===== src/rtl/nco_ctrl_pkg.sv =====
// rtl/nco_ctrl_pkg.sv - shared types and defaults for the NCO update controller
package nco_ctrl_pkg;

  localparam int WIDTH_DEF = 32;
  localparam int CNT_W_DEF = 16;

  typedef enum logic [1:0] {
    ST_IDLE  = 2'd0,
    ST_ARMED = 2'd1,
    ST_APPLY = 2'd2
  } state_t;

  typedef struct packed {
    logic [WIDTH_DEF-1:0] step;
    logic [WIDTH_DEF-1:0] phase;
    logic                 sync;
  } shadow_t;

endpackage


===== src/rtl/nco_ctrl_shadow_reg.sv =====
// rtl/nco_ctrl_shadow_reg.sv - load/clear shadow register holding the pending update
module nco_ctrl_shadow_reg
  import nco_ctrl_pkg::*;
#(
  parameter int WIDTH = WIDTH_DEF
) (
  input  logic             clk,
  input  logic             reset,
  input  logic             load,
  input  logic             clear,
  input  logic [WIDTH-1:0] in_step,
  input  logic [WIDTH-1:0] in_phase,
  input  logic             in_sync,
  output logic [WIDTH-1:0] step,
  output logic [WIDTH-1:0] phase,
  output logic             sync
);

  // Capture a request on accept; a cancel or reset discards it.
  always_ff @(posedge clk) begin
    if (reset || clear) begin
      step  <= '0;
      phase <= '0;
      sync  <= 1'b0;
    end else if (load) begin
      step  <= in_step;
      phase <= in_phase;
      sync  <= in_sync;
    end
  end

endmodule


===== src/rtl/nco_update_ctrl.sv =====
// rtl/nco_update_ctrl.sv - epoch-synchronous NCO step/phase update controller (option: NCO_CTRL_IMMEDIATE_EN)
module nco_update_ctrl
  import nco_ctrl_pkg::*;
#(
  parameter int WIDTH = WIDTH_DEF,
  parameter int CNT_W = CNT_W_DEF
) (
  input  logic             clk,
  input  logic             reset,
  input  logic             run,
  input  logic             epoch,
  input  logic             req_valid,
  output logic             req_ready,
  input  logic [WIDTH-1:0] req_step,
  input  logic [WIDTH-1:0] req_phase,
  input  logic             req_sync,
`ifdef NCO_CTRL_IMMEDIATE_EN
  input  logic             req_immediate,
`endif
  input  logic             cancel,
  output logic             nco_enable,
  output logic             nco_phase_sync,
  output logic [WIDTH-1:0] nco_phase_in,
  output logic [WIDTH-1:0] nco_step,
  output logic             pending,
  output logic             applied,
  output logic [CNT_W-1:0] applied_cnt
);

  state_t           state_q, state_d;
  logic             accept;
  logic             imm;
  logic             shadow_load;
  logic             shadow_clear;
  logic             apply_req;
  logic             apply_shadow;
  logic [WIDTH-1:0] sh_step;
  logic [WIDTH-1:0] sh_phase;
  logic             sh_sync;
  logic [CNT_W-1:0] cnt_q;

`ifdef NCO_CTRL_IMMEDIATE_EN
  assign imm = req_immediate;
`else
  assign imm = 1'b0;
`endif

  assign req_ready   = (state_q == ST_IDLE) && !reset;
  assign accept      = req_valid && req_ready;
  assign pending     = (state_q == ST_ARMED);
  assign applied_cnt = cnt_q;

  nco_ctrl_shadow_reg #(.WIDTH(WIDTH)) u_shadow (
    .clk      (clk),
    .reset    (reset),
    .load     (shadow_load),
    .clear    (shadow_clear),
    .in_step  (req_step),
    .in_phase (req_phase),
    .in_sync  (req_sync),
    .step     (sh_step),
    .phase    (sh_phase),
    .sync     (sh_sync)
  );

  // State register.
  always_ff @(posedge clk) begin
    if (reset) state_q <= ST_IDLE;
    else       state_q <= state_d;
  end

  // Next state and the strobes that steer shadow and output loads.
  always_comb begin
    state_d      = state_q;
    shadow_load  = 1'b0;
    shadow_clear = 1'b0;
    apply_req    = 1'b0;
    apply_shadow = 1'b0;
    unique case (state_q)
      ST_IDLE: begin
        // Any epoch seen here is ignored; the request waits for a later one.
        if (accept) begin
          shadow_load = 1'b1;
          if (imm) begin
            apply_req = 1'b1;
            state_d   = ST_APPLY;
          end else begin
            state_d   = ST_ARMED;
          end
        end
      end
      ST_ARMED: begin
        // Cancel beats a coincident epoch.
        if (cancel) begin
          shadow_clear = 1'b1;
          state_d      = ST_IDLE;
        end else if (epoch) begin
          apply_shadow = 1'b1;
          state_d      = ST_APPLY;
        end
      end
      ST_APPLY: state_d = ST_IDLE;
      default:  state_d = ST_IDLE;
    endcase
  end

  // NCO-facing registers load on entry to APPLY so they are valid during it.
  always_ff @(posedge clk) begin
    if (reset) begin
      nco_enable     <= 1'b0;
      nco_phase_sync <= 1'b0;
      nco_phase_in   <= '0;
      nco_step       <= '0;
      applied        <= 1'b0;
    end else begin
      nco_enable     <= run;
      applied        <= apply_req || apply_shadow;
      nco_phase_sync <= (apply_shadow && sh_sync) || (apply_req && req_sync);
      if (apply_shadow) begin
        nco_step     <= sh_step;
        nco_phase_in <= sh_phase;
      end else if (apply_req) begin
        nco_step     <= req_step;
        nco_phase_in <= req_phase;
      end
    end
  end

  // Applied-update counter, wraps naturally at its width.
  always_ff @(posedge clk) begin
    if (reset)                          cnt_q <= '0;
    else if (apply_req || apply_shadow) cnt_q <= cnt_q + 1'b1;
  end

endmodule


===== config.mk =====
export PLATFORM = sky130hd
export DESIGN_NAME = nco_update_ctrl
export DESIGN_NICKNAME = d
export VERILOG_FILES = /design/src/rtl/nco_ctrl_pkg.sv /design/src/rtl/nco_ctrl_shadow_reg.sv /design/src/rtl/nco_update_ctrl.sv
export SDC_FILE = /design/constraint.sdc
export NUM_CORES = 1
export LEC_CHECK = 0
export CAP_MARGIN = 20
export CORE_MARGIN = 3
export CORE_UTILIZATION = 47
export CTS_BUF_LIST = sky130_fd_sc_hd__clkbuf_16
export CTS_CLUSTER_DIAMETER = 150
export DETAILED_ROUTE_END_ITERATION = 7
export PLACE_DENSITY = 0.8
export SYNTH_ARGS = -nofsm -noshare
export SYNTH_HDL_FRONTEND = slang
export SYNTH_SLANG_ARGS = --single-unit

===== constraint.sdc =====
create_clock -name clk -period 2.09 [get_ports clk]
set_input_delay 0.418 -clock clk [delete_from_list [all_inputs] [get_ports clk]]
set_output_delay 0.418 -clock clk [all_outputs]
set_load 0.02 [all_outputs]

==> flow_metrics.env <==
export IMPL_min_period_ns=1.93
export IMPL_cp_max_fo=6
export IMPL_dpl_cell_area_um2=7030
export IMPL_worst_hold_path_endpoint="nco_phase_in[8]"
export IMPL_r2r_setup_slack_ns=0.29
export IMPL_cts_hold_buf=0
export IMPL_hp_class="flop to flop"
export IMPL_r2r_cells=4
export IMPL_post_route_util_pct=70.1
export IMPL_required_ns=1.67
export IMPL_final_hold_violation_count=0
export IMPL_wl_mm=14.3
export IMPL_startpoint_type="flop"
export IMPL_grt_pass1_wl_mm=23.3
export IMPL_vias_per_cell=5.19
export IMPL_pre_cts_slack_ns=-0.201
export IMPL_p_leak_nw=2.63
export IMPL_stdcell_count=961
export IMPL_maxSlewHeadroom_pct=36.8
export IMPL_crit_path_cell_trace="clkdlybuf4s50_1"
export IMPL_min_path_cells=2
export IMPL_clock_sinks=150
export IMPL_cts_made_buffers=17
export IMPL_clockRootBuffer="clkbuf_16"
export IMPL_grt_overflow_total=0
export IMPL_slowest_delay_ns=0.67
export IMPL_clockBufferDepth=2
export IMPL_clk_pin_slew_ns=0.06
export IMPL_grt_pass1_vias=4920
export IMPL_r2r_start="state_q[1]"
export IMPL_drc=0
export IMPL_dp_hpwl_mm=9.44
export IMPL_vias=4983
export IMPL_initial_core_util_pct=48.5
export IMPL_die_h_um=112
export IMPL_drv_slew=0
export IMPL_p_per_area_nw_per_um2=849
export IMPL_rsz0062_at_grt="no"
export IMPL_status="complete, no violations"
export IMPL_max_vdd_ir_drop_v=0.000582
export IMPL_firstDrtPassIters=5
export IMPL_h_tree_depth=4
export IMPL_ios=156
export IMPL_yosysWarnings=0
export IMPL_drive_gt1_share_pct=7.19
export IMPL_crit_buf_inv=1
export IMPL_nets=880
export IMPL_n_fill_cell=884
export IMPL_clk_latency_ns=0.41
export IMPL_synth_area_um2=5280
export IMPL_dieWidth_um=112
export IMPL_max_freq_mhz=517
export IMPL_cts_tree="yes"
export IMPL_fin_ws_ns=0.155
export IMPL_worst_slew_pin_slew_ns=0.948
export IMPL_cp_top_family="buffers and inverters"
export IMPL_period_share_pct=92.6
export IMPL_avgSynthCellArea_um2=7.96
export IMPL_antenna_found_initial=0
export IMPL_arrival_ns=1.52
export IMPL_r2r_end="applied_cnt[11]"
export IMPL_tns_ns=0
export IMPL_maxCapViolCount=0
export IMPL_io_buffers=155
export IMPL_seq_area_um2=3000
export IMPL_stdcell_area_um2=7640
export IMPL_grt_usage_pct=22.6
export IMPL_hold_start="u_shadow.phase[8]"
export IMPL_dieArea_um2=12500
export IMPL_synth_seq_cells=150
export IMPL_endpoint_kind="output port"
export IMPL_diodes=0
export IMPL_rows=38
export IMPL_yosysSeqAreaShare_pct=56.8
export IMPL_crit_type="flop to output port"
export IMPL_antenna_left=0
export IMPL_cp_slowest_cell="clkdlybuf4s50_1"
export IMPL_multi_input_area_um2=2120
export IMPL_dp_cells=929
export IMPL_synth_distinct_cells=28
export IMPL_drt_iter0_drc=349
export IMPL_synthCells=664
export IMPL_syn_to_final_growth_pct=44.6
export IMPL_grt_max_degree=89
export IMPL_fin_skew_ns=0.0111
export IMPL_gp_congestion=0.808
export IMPL_setup_violations=0
export IMPL_wl_per_cell_um=14.9
export IMPL_syn_nets=736
export IMPL_core_um2=10900
placed cells by master, fill, tap and decap left out, drive strengths merged, types with 3 or more instances in the layout:
cell,Yosys,final
or3,4,4
clkbuf,27,17
nor4,3,3
nand3,4,4
clkdlybuf4s50,0,152
nor2,14,14
o21ai,5,5
clkinvlp,0,4
inv,2,8
buf,21,19
a21oi,135,135
dfxtp,150,150
xnor2,6,6
bufinv,0,3
nor2b,4,4
nor3,3,3
nand4,4,4
nand2,266,266
cells by family after synthesis:
kind of cell / count (synthesis) / synth area share [%]
simple gates: 311 / 23.8
compound gates: 142 / 13.6
flops: 150 / 56.8
buf+inv: 50 / 3.84
xor+xnor: 8 / 1.33
mux: 2 / 0.426
fa+ha+maj: 1 / 0.237
stage by stage:
| step | power (mW) | hold slack, ns |
|---|---|---|
| global route | 6.69 | 0.466 |
| floorplan | 3.21 | 0.430 |
| global placement | 3.44 | 0.436 |
| CTS | 6.52 | 0.449 |
| detailed placement | 3.45 | 0.443 |
| finish | 6.48 | 0.449 |
cell usage after synthesis:
cell,count,share of area [%]
a21o_1,1,0.14
a21oi_1,135,13
a31o_2,1,0.17
and2_1,2,0.24
and3_1,1,0.12
and4_1,2,0.33
buf_1,9,0.64
buf_2,12,1.1
clkbuf_1,27,1.9
dfxtp_1,150,57
ha_1,1,0.24
inv_1,2,0.14
mux2_2,2,0.43
nand2_1,266,19
nand2b_1,1,0.12
nand3_1,4,0.38
nand4_1,4,0.47
nand4bb_1,1,0.21
nor2_1,14,0.99
nor2b_1,4,0.47
nor3_1,3,0.28
nor4_1,3,0.36
nor4bb_1,1,0.19
o21ai_0,5,0.47
or3_1,4,0.47
or4_4,1,0.21
xnor2_1,6,0.99
xor2_1,2,0.33
registers in the layout, summed over array words and instances (netlist names):
register	cells
nco_phase_sync	1
u_shadow.step	32
nco_step	32
applied	1
u_shadow.phase	32
u_shadow.sync	1
nco_enable	1
applied_cnt	16
state_q	2
nco_phase_in	32
per-layer routing:
metal / vias to the layer above / global-route usage, % / wire length (um)
met2: 174 / 38.1 / 7210
li1: 2447 / - / -
met5: - / 0 / 0
met4: 0 / 9.46 / 325
met1: 2335 / 27.6 / 5900
met3: 27 / 5.88 / 853
what timing repair did:
action	CTS	global route
setup buffers	0	0
endpoints found under the setup margin	2	0
gates resized for setup	3	0
where the power goes:
group | internal [mW] | total [mW] | switching [mW]
Combinational | 0.208 | 0.430 | 0.223
Clock | 1.89 | 3.09 | 1.21
Sequential | 2.92 | 2.96 | 0.0349
how the worst max path moves through the flow:
stage	end	cells past startpoint	startpoint
after global routing	pending	2	state_q[0]
final	applied_cnt[2]	1	applied_cnt[2]
after floorplan	u_shadow.phase[23]	7	reset
after global placement	applied_cnt[11]	5	cancel
after CTS	applied_cnt[2]	1	applied_cnt[2]
after detailed placement	applied_cnt[11]	5	cancel
cell type report:
class	instances	area share, %
Inverter	2	0.0983
Multi-Input combinational cell	464	27.7
Clock buffer	17	5.57
Tap cell	140	2.29
Clock inverter	15	2.34
Sequential cell	150	39.3
Timing Repair Buffer	173	22.6
No activity file was read; power rests on OpenSTA's default activity.
